[src/rtl/pe_pkg.sv]
// Shared definitions for the PE convolution sequencer: state encoding and default widths.
package pe_pkg;

  localparam int unsigned MAX_CONFIG_WIDTH_DEF = 5;
  localparam int unsigned IACT_ADDR_WIDTH_DEF  = 4;
  localparam int unsigned W_ADDR_WIDTH_DEF     = 4;
  localparam int unsigned PSUM_ADDR_WIDTH_DEF  = 4;

  typedef enum logic [1:0] {
    S_IDLE  = 2'd0,
    S_RUN   = 2'd1,
    S_WRITE = 2'd2,
    S_DONE  = 2'd3
  } state_t;

endpackage

[src/rtl/cfg_loop_counter.sv]
// Loadable loop counter with clear/increment and an at_last flag against a limit latched on load.
module cfg_loop_counter #(
  parameter int unsigned WIDTH = 5
) (
  input  logic             clk,
  input  logic             rstn,
  input  logic             load,
  input  logic [WIDTH-1:0] limit_in,
  input  logic             inc,
  input  logic             clr,
  output logic [WIDTH-1:0] count,
  output logic             at_last
);

  logic [WIDTH-1:0] limit_q;

  always_ff @(posedge clk or negedge rstn) begin
    if (!rstn) begin
      count   <= '0;
      limit_q <= '0;
    end else if (load) begin
      limit_q <= limit_in;
      count   <= '0;
    end else if (clr) begin
      count <= '0;
    end else if (inc) begin
      count <= count + WIDTH'(1);
    end
  end

  // A zero limit never reaches here while sequencing: the caller traps it before running.
  assign at_last = (count == (limit_q - WIDTH'(1)));

endmodule

[src/rtl/pe_conv_sequencer.sv]
// Sequences one PE's 1-D convolution pass: taps inner loop, output positions outer loop.
module pe_conv_sequencer
  import pe_pkg::*;
#(
  parameter int unsigned MAX_CONFIG_WIDTH = MAX_CONFIG_WIDTH_DEF,
  parameter int unsigned IACT_ADDR_WIDTH  = IACT_ADDR_WIDTH_DEF,
  parameter int unsigned W_ADDR_WIDTH     = W_ADDR_WIDTH_DEF,
  parameter int unsigned PSUM_ADDR_WIDTH  = PSUM_ADDR_WIDTH_DEF
) (
  input  logic                        clk,
  input  logic                        rstn,
  input  logic                        start,
  input  logic [MAX_CONFIG_WIDTH-1:0] filter_size,
  input  logic [MAX_CONFIG_WIDTH-1:0] num_ofmap,
  input  logic                        stall,
  output logic [IACT_ADDR_WIDTH-1:0]  iact_raddr,
  output logic [W_ADDR_WIDTH-1:0]     w_raddr,
  output logic                        mac_en,
  output logic                        acc_clear,
  output logic                        psum_wr,
  output logic [PSUM_ADDR_WIDTH-1:0]  psum_addr,
  output logic                        busy,
  output logic                        done
);

  state_t                      state;
  logic [MAX_CONFIG_WIDTH-1:0] k_cnt;
  logic [MAX_CONFIG_WIDTH-1:0] o_cnt;
  logic                        k_last;
  logic                        o_last;
  logic                        cfg_load;
  logic                        k_inc;
  logic                        next_out;

  assign cfg_load = (state == S_IDLE) && start;
  assign k_inc    = (state == S_RUN) && !stall && !k_last;
  assign next_out = (state == S_WRITE) && !stall && !o_last;

  cfg_loop_counter #(.WIDTH(MAX_CONFIG_WIDTH)) u_tap_cnt (
    .clk      (clk),
    .rstn     (rstn),
    .load     (cfg_load),
    .limit_in (filter_size),
    .inc      (k_inc),
    .clr      (next_out),
    .count    (k_cnt),
    .at_last  (k_last)
  );

  cfg_loop_counter #(.WIDTH(MAX_CONFIG_WIDTH)) u_out_cnt (
    .clk      (clk),
    .rstn     (rstn),
    .load     (cfg_load),
    .limit_in (num_ofmap),
    .inc      (next_out),
    .clr      (1'b0),
    .count    (o_cnt),
    .at_last  (o_last)
  );

  always_ff @(posedge clk or negedge rstn) begin
    if (!rstn) begin
      state <= S_IDLE;
    end else begin
      case (state)
        S_IDLE: begin
          if (start) begin
            // Empty passes skip straight to the done pulse so the counters never see a zero limit.
            if ((filter_size == '0) || (num_ofmap == '0)) state <= S_DONE;
            else                                          state <= S_RUN;
          end
        end
        S_RUN: begin
          if (!stall && k_last) state <= S_WRITE;
        end
        S_WRITE: begin
          if (!stall) state <= o_last ? S_DONE : S_RUN;
        end
        S_DONE: state <= S_IDLE;
        default: state <= S_IDLE;
      endcase
    end
  end

  always_comb begin
    iact_raddr = '0;
    w_raddr    = '0;
    mac_en     = 1'b0;
    acc_clear  = 1'b0;
    psum_wr    = 1'b0;
    psum_addr  = '0;
    busy       = (state != S_IDLE);
    done       = (state == S_DONE);
    case (state)
      S_RUN: begin
        iact_raddr = IACT_ADDR_WIDTH'({1'b0, o_cnt} + {1'b0, k_cnt});
        w_raddr    = W_ADDR_WIDTH'(k_cnt);
        mac_en     = !stall;
        acc_clear  = (k_cnt == '0) && !stall;
      end
      S_WRITE: begin
        psum_addr = PSUM_ADDR_WIDTH'(o_cnt);
        psum_wr   = !stall;
      end
      default: ;
    endcase
  end

endmodule
[config.mk]
export PLATFORM = sky130hd
export DESIGN_NAME = pe_conv_sequencer
export DESIGN_NICKNAME = d
export VERILOG_FILES = /design/src/rtl/pe_pkg.sv /design/src/rtl/cfg_loop_counter.sv /design/src/rtl/pe_conv_sequencer.sv
export SDC_FILE = /design/constraint.sdc
export NUM_CORES = 1
export LEC_CHECK = 0
export CAP_MARGIN = 20
export CORE_MARGIN = 2
export CORE_UTILIZATION = 45
export DETAILED_ROUTE_END_ITERATION = 16
export PLACE_DENSITY = 0.79
export RECOVER_POWER = 50
export SETUP_SLACK_MARGIN = 0.4
export SYNTH_ARGS = -nofsm -noshare
export SYNTH_HDL_FRONTEND = slang
export SYNTH_SLANG_ARGS = --single-unit
[constraint.sdc]
create_clock -name clk -period 1.85 [get_ports clk]
set_input_delay 0.37 -clock clk [delete_from_list [all_inputs] [get_ports clk]]
set_output_delay 0.37 -clock clk [all_outputs]
set_load 0.005 [all_outputs]
==> reports/metrics.cfg <==
[floorplan]
start_util_pct = 47.6
fp-row-count = 21
coreArea_um2 = 3360
dieWidth_um = 63.6
die-area_um2 = 4050
die_y_um = 63.6
io_pins = 31

[cts]
clk_latency_ns = 0.33
htree_levels = 1
clock_sinks = 22
cts_made_buffers = 3
clkTransAtPathRegs_ns = 0.15
clockBufferDepth = 2
root_buffer = clkbuf_4
cts_tree = built

[timing]
timing.hold.ws_ns = 0.554
worst_pin_slew_ns = 1.28
timing.final.crit_share_pct = 112
grt_setup_unrepaired = yes
slew-limit-headroom_pct = 15.0
setup_viol_count_final = 22
finalHoldViolations = 0
finClkSkew_ns = 0.0190
finalMaxSlewViolations = 0
max_freq_mhz = 482
fin_ws_ns = -0.223
layout_min_cycle_time_ns = 2.07

[synth]
synth.top_cell.area_share_pct = 34.4
yosys.area.top_type = dfrtp_1
synth_nets = 207
synthFlopType = dfrtp_1
ys_async_sr_fraction_pct = 100
synth_edf_count = 0
syn_area_um2 = 1600
synth_area_per_cell_um2 = 8.70
ys_ff_latch = 22
ys_seq_area_share_pct = 34.4
synthTopCellsByArea = dfrtp_1, nand2_1, ha_1
syn_inst = 184
synth_warnings = 0
synthDistinctLibCells = 44

[detailed_routing]
vias = 1846
final_antenna_net_count = 0
wl_per_cell_um = 19.5
drt-total-wl_mm = 6.23
dr.pass1.iters = 4
first_iter_violations = 104
viasPerCell = 5.79
remaining_drc_errors = 0

[critical_path]
critPathLaunch = u_out_cnt.count[1]
cp.buffers_inverters = 2
worstSetupStartpointType = register
rrSetupSlack_ns = -0.18
critPathMaxStageDelay_ns = 0.43
cp-end-kind = output pin
arrival_ns = 1.70
cp_max_fo = 2
cp.required_ns = 1.48
r2r_start = u_tap_cnt.limit_q[1]
crit_chain = buf_6 -> ha_4 -> a21o_1 -> a21oi_2 -> xnor2_1 -> nor2_1 -> buf_2
slowest_stage = dfrtp_1
path_class = register to output pin
path_delay_family = flip-flops

[final_layout]
drive_gt1_share_pct = 59.7
diodes = 0
final_nets = 297
fillers = 193
layout_common_cells = buf_6, buf_4, dfrtp_1, nand2_1
layout_commonest_cell = buf_6
instances_no_fill = 319
syn_to_final_growth_pct = 78.4

[power]
switching_power_mw = 1.97
comb_power_share_pct = 74.5
cellPowerDensity_nw_per_um2 = 1570
swShare_pct = 43.9
intPower_mw = 2.52
peakVddDrop_uv = 966
clockPowerShare_pct = 6.4
p_leak_nw = 1.28
power_frac_seq_pct = 19.1

[outcome]
violations = negative setup slack
status = finished, violations left

[grt]
grt_pass1_wl_mm = 9.00
grt_max_degree = 23
grt_util_all_layers_pct = 28.9
antenna_found_initial = 0
gr-max-usage-layer = met2
grt_util_met2_pct = 54.1
grtUsageMet3_pct = 3.57
grt_pass1_vias = 1876
grt_overflow = 0
grtUsageMet1_pct = 31.7

[placement]
place_ws_ns = -0.387
dpl.hpwl_mm = 3.00
place_congestion = 0.853
place_inst = 278
place.port_buffers = 30

[job]
maxCapViolCount = 0

[worst_hold_path]
hold_class = register to register
min_from = u_tap_cnt.limit_q[4]

Yosys cell counts (all sizes together) (2+ instances only):
cell type	instances
nand3	9
o31ai	4
nand2b	4
xnor2	9
o21ai	13
and2	10
mux2i	3
nand2	30
clkbuf	3
xor2	4
a21oi	13
nor3	4
or4	3
inv	11
buf	2
nor2	10
o31a	2
nor2b	3
a21o	2
ha	8
dfrtp	22
repair_timing:
item                       CTS  global route
hold buffers                 0             0
setup buffers               26             9
setup endpoints to repair   33            39
gates resized for setup    148            35
gates cloned                 1             1
pin swaps                   30            24
through the flow:
step | cell area, um^2 | utilization [%] | power [mW] | setup TNS (ns)
global route | 2860 | 84.9 | 4.70 | -2.99
CTS | 2630 | 78.1 | 3.94 | -0.835
floorplan | 1650 | - | 2.03 | 0
global placement | 2160 | 64.4 | 2.71 | -2.32
detailed placement | 2160 | 64.4 | 2.79 | -2.68
finish | 2860 | 84.9 | 4.49 | -1.86
final timing paths:
check | end | cells past startpoint
max | iact_raddr[3] | 7
min | u_tap_cnt.limit_q[4] | 2
max reg2reg | u_tap_cnt.count[3] | 8
min reg2reg | u_tap_cnt.limit_q[4] | 2
max in group asynchronous | u_tap_cnt.limit_q[1] | 2
min in group asynchronous | state[1] | 2
power groups by stage:
stage | Combinational (mW) | Clock [mW] | Sequential (mW)
floorplan | 1.20 | 0 | 0.825
global placement | 1.91 | 0 | 0.798
detailed placement | 1.99 | 0 | 0.806
CTS | 2.85 | 0.274 | 0.820
global route | 3.52 | 0.309 | 0.870
finish | 3.34 | 0.288 | 0.858
kinds of logic after synthesis:
kind of cell             share of synthesized area [%]
AO/OA/AOI/OAI                                     19.4
XOR/XNOR                                          7.58
adder cells (fa/ha/maj)                           7.51
buffers and inverters                             4.30
flip-flops                                        34.4
multiplexers                                      1.88
AND/OR/NAND/NOR                                   24.9
state kept, by name (all words and copies together), names as in the netlist:
name / cells
u_tap_cnt.count: 5
u_tap_cnt.limit_q: 5
u_out_cnt.count: 5
u_out_cnt.limit_q: 5
state: 2
area by class of cell:
class	instances	area, um^2	share of cell area, %
Clock buffer	4	36.3	1.27
Inverter	11	41.3	1.45
Timing Repair Buffer	90	835	29.2
Sequential cell	22	551	19.3
Multi-Input combinational cell	146	1340	46.8
Tap cell	46	57.6	2.02
metal layers:
metal  wire [um]  vias up  share of wire [%]
met4         198        0                3.2
met5           0        -                  0
met2        3240       92                 52
li1            -      815                  -
met1        2430      912                 39
met3         358       27                5.7
worst register-to-register path, cell delays in order, from the launching register on:
cell	delay, ns
dfrtp_1	0.39
inv_2	0.07
ha_4	0.18
and3b_1	0.21
o21ai_2	0.23
a211oi_4	0.11
buf_6	0.14
or4_1	0.50
a21oi_1	0.14
No activity file was read; power rests on OpenSTA's default activity.
==> RTL change 1 (same settings) <==
Reset style: synchronous (`rstn`), changed in 2 clocked blocks.
--- a/src/rtl/cfg_loop_counter.sv
+++ b/src/rtl/cfg_loop_counter.sv
@@ -14,7 +14,7 @@
 
   logic [WIDTH-1:0] limit_q;
 
-  always_ff @(posedge clk or negedge rstn) begin
+  always_ff @(posedge clk) begin
     if (!rstn) begin
       count   <= '0;
       limit_q <= '0;
--- a/src/rtl/pe_conv_sequencer.sv
+++ b/src/rtl/pe_conv_sequencer.sv
@@ -58,7 +58,7 @@
     .at_last  (o_last)
   );
 
-  always_ff @(posedge clk or negedge rstn) begin
+  always_ff @(posedge clk) begin
     if (!rstn) begin
       state <= S_IDLE;
     end else begin
Behaviour: differs if rstn is asserted again (counterexample within 4 cycles, from zero or initial values and one cycle with rstn low); with rstn held inactive, the same outputs for 10 cycles.
==> RTL change 1 against the original RTL <==
- the flow still finishes with violations (setup timing)
- wire length is 10% lower
- critical path depth is 2 higher
- maximum frequency is 4.9% higher
- clock skew is 15 ps lower
- via count is 4.7% lower
- setup slack better by 96 ps
- die area is 3.8% lower
- count of clock-buffer cells in the layout is 1 lower
- synthesized area is 4.1% lower
- sequential share of layout area is 2.2 points lower
- final area is 4.8% lower
- hold slack better by 1.1 ps
- critical path type is now flop to flop
- sequential cell count stayed put
Power is not compared: it rests on default switching activity, and its combinational part moved more than twofold at a synthesized area within 25%.
==> RTL change 1: results (changes against the original RTL) <==
Layout fillers 207 (+7.3%); largest net degree at the start of global routing 13 (-43%); status complete, but fails checks; Synth async-reset ratio 0% (-100 points); Fin Hold WS 555 ps (+1.14 ps); reg2reg end u_out_cnt.limit_q[3]; worst-margin pin slew 369 ps (-906 ps); signal buffers share of area 29.6% (+0.38 points); DP Area 0.00212 mm2 (-2.3%); CP top delay family buffers and inverters; Critical Path AT 2200 ps (+500 ps); Register Area 464 um2 (-16%); vias after detailed routing 1,760 (-4.7%); reg2reg start state[0]; failing checks setup timing; Hold Path Origin stall; CP max stage delay 370 ps (-60 ps); Yosys cell types 45 (+2.3%); drt pass-1 iters 5 (+1); first-pass GRT wire length 7490 um (-17%); final setup violation count 24 (+9.1%); final wirelength 5600 um (-10%); Worst Path Max Fanout 8 (+6); fin worst setup slack -127 ps (+96.1 ps); multi-input combinational area share 48.2% (+1.4 points)
## RTL change 1: power by group through the flow
| stage | Sequential, uW | Clock [uW] | Combinational [uW] |
|---|---|---|---|
| floorplan | 538 | 0 | 252 |
| global placement | 541 | 0 | 382 |
| detailed placement | 542 | 0 | 391 |
| CTS | 535 | 238 | 531 |
| global route | 543 | 261 | 723 |
| finish | 541 | 241 | 680 |
## RTL change 1: repair_timing
item | CTS | global route
endpoints found under the setup margin | 37 | 39
resized for setup | 118 | 64
setup buffers | 20 | 16
gates cloned | 1 | 0
pin swaps | 32 | 23
## RTL change 1: metal layers
layer  up-vias  wire length (um)  global-route usage, %
met3        14               270                   2.88
met2        81              2960                   44.5
met1       850              2260                   28.2
met4         0               112                   6.94
met5         -                 0                      0
li1        815                 -                      -
## RTL change 1: how the worst max path moves through the flow
stage / startpoint / endpoint / depth (start not counted)
floorplan: u_tap_cnt.limit_q[0] / state[0] / 8
CTS: u_tap_cnt.count[1] / iact_raddr[3] / 6
detailed placement: stall / acc_clear / 5
global route: state[0] / u_out_cnt.limit_q[3] / 9
global placement: stall / acc_clear / 5
finish: state[0] / u_out_cnt.limit_q[3] / 9
## RTL change 1: kinds of logic after synthesis
group,after synthesis,synth area share [%]
DFF,22,28.7
and+or+nand+nor,68,25.8
xor gates and xnor gates,14,7.99
buffers and inverters,21,6.93
AOI/OAI and AO/OA,44,18.9
adders and majority gates,9,7.82
muxes,6,3.91
## RTL change 1: stage by stage
stage	std cells	setup TNS, ps	util, %
2_1_floorplan	184	0	-
3_3_place_gp	275	-1180	63.9
3_5_place_dp	275	-1380	63.9
4_1_cts	300	-243	72.5
5_1_grt	316	-2810	82.1
6_report	316	-1170	82.1
==> RTL change 2 (config.mk and constraints unchanged) <==
Without the edit above. Change the package constant `W_ADDR_WIDTH_DEF` from 4 to 5.
--- a/src/rtl/pe_pkg.sv
+++ b/src/rtl/pe_pkg.sv
@@ -3,7 +3,7 @@
 
   localparam int unsigned MAX_CONFIG_WIDTH_DEF = 5;
   localparam int unsigned IACT_ADDR_WIDTH_DEF  = 4;
-  localparam int unsigned W_ADDR_WIDTH_DEF     = 4;
+  localparam int unsigned W_ADDR_WIDTH_DEF     = 5;
   localparam int unsigned PSUM_ADDR_WIDTH_DEF  = 4;
 
   typedef enum logic [1:0] {
Interface: changed (resized w_raddr); port bits go from 31 to 32. No check against the original RTL was run, so the function may have changed too.
==> RTL change 2 against the original RTL <==
- the run still ends with setup timing left
- final area increased by 0.96%
- die area about the same
- setup slack got worse by 4.5 ps
- synthesized cell count increased by 0.54%
- synthesized area about the same
- sequential cell count unchanged
- count of clock-buffer cells in the layout decreased by 1
- first-iteration DRC count decreased by 26%
- utilization increased by 0.15 points
- clock power increased by 33%
- wire length decreased by 3.8%
- critical path depth decreased by 1
- total power increased by 1.8%
==> RTL change 2: results (changes against the original RTL) <==
diode count 0 (unchanged); top cells by count, synth 28 x nand2_1, 22 x dfrtp_1, 13 x a21oi_1; Layout fillers 169 (-12%); sequential fraction of the synthesis area 34.4% (about the same); worst-margin pin slew 1170 ps (-106 ps); Synth area leaders dfrtp_1 34%, nand2_1 6.6%, ha_1 6.3%, xnor2_1 4.4%, a21oi_1 4.1%; Worst setup endpoint iact_raddr[3]; DP Area 0.00220 mm2 (+1.6%); per-cell routed wire length 18.4 um (-5.6%); first-pass GRT wire length 8450 um (-6.1%); Hold Path Origin u_tap_cnt.limit_q[3]; fin area 0.00288 mm2 (+0.96%); drt pass-1 iters 4 (unchanged); gr usage total 26.9% (-2.0 points); Final Power 4570 uW (+1.8%); Final HPWL DP 3000 um (+0.12%); final setup violation count 12 (-45%); Ys Warns 0 (unchanged); setup TNS -1380 ps (+484 ps); initial antenna violation count 0 (unchanged); Worst VDD drop 1000 uV (+3.5%); Clock Root Buffer clkbuf_4; pre-CTS setup slack -246 ps (+140 ps); P_sw 1930 uW (-1.9%); reg2reg start u_tap_cnt.limit_q[0]; Clk pwr share 8.4% (+2.0 points); Worst Hold Class flop to flop; Comb pwr share 73.3% (-1.2 points); clock-pin slew on the worst setup and hold paths 130 ps (-20 ps); Port Buffers 31 (+3.3%); Pwr top combinational logic; vias in the first global route 1,822 (-2.9%); drt via density 5.66 (-2.2%); Finished Layout Cells 325 (+1.9%); GP Congestion 0.874 (+2.4%); DR iter-0 viols 77 (-26%); Synth async-reset ratio 100% (unchanged); reg2reg end u_tap_cnt.count[4]; failing checks setup timing; dpl cells 284 (+2.2%); worst reg2reg path depth 9 (+1); CP Launch Point u_out_cnt.count[1]; setup slack, reg-to-reg -140 ps (+40 ps); fin worst setup slack -227 ps (-4.48 ps); Critical Path AT ~1700 ps; number of CTS-inserted buffers 3 (unchanged); Avg Cell Area, Syn 8.66 um2 (-0.46%); clock buffer depth 2 (unchanged); P_leak 0.00131 uW (+2.5%); Final #Nets 303 (+2.0%); H-tree level count 1 (unchanged); Worst Path Max Fanout 2 (unchanged); layout cells sized above 1 60.2% (+0.51 points); largest net degree at the start of global routing 23 (unchanged); status complete, but fails checks; Setup Skew 1.16 ps (-17.8 ps); Clk Latency, worst-skew pair 320 ps; Yosys cell types 43 (-2.3%); Syn Nets 208 (+0.48%)
## RTL change 2: how the worst min path moves through the flow
| stage | end | slack [ps] | cells past startpoint |
|---|---|---|---|
| after floorplan | state[0] | 70 | 0 |
| after global placement | u_tap_cnt.limit_q[4] | 480 | 2 |
| after detailed placement | u_tap_cnt.limit_q[4] | 490 | 2 |
| after CTS | u_tap_cnt.limit_q[1] | 380 | 2 |
| after global routing | u_tap_cnt.limit_q[4] | 600 | 2 |
| final | u_tap_cnt.limit_q[3] | 580 | 2 |
## RTL change 2: cell families after synthesis
group                      count (synthesis)  synth area share [%]
xor gates and xnor gates                  13                  7.58
and+or+nand+nor                           80                  25.3
DFF                                       22                  34.4
adders and majority gates                  9                  7.50
buffers and inverters                     16                  4.30
muxes                                      3                  1.88
AOI/OAI and AO/OA                         42                  19.1
## RTL change 2: layer usage
metal / GRT usage (%) / vias to the layer above / part of all wire, %
met5: 0 / - / 0
met4: 14.1 / 0 / 5.8
met3: 4.11 / 38 / 6.3
met2: 48.0 / 104 / 51
met1: 30.7 / 861 / 36
li1: - / 837 / -
## RTL change 2: area by class of cell
class | count | area share (%)
multi-input combinational | 147 | 45.7
timing repair buffer | 95 | 29.9
sequential | 22 | 19.1
tap | 46 | 2.00
inverter | 11 | 1.52
clock inverter | 1 | 1.04
clock buffer | 3 | 0.781
## RTL change 2: critical path: stages, from the launching register on
cell	delay, ps
dfrtp_1	420
ha_1	320
a21o_1	190
a21oi_2	150
xnor2_1	120
nor2_1	60
buf_2	120
## RTL change 2: repair_timing
item	in CTS	in global routing
endpoints found under the hold margin	0	0
pin swaps	30	22
gates resized for setup	122	70
setup buffers	31	6
endpoints found under the setup margin	30	40
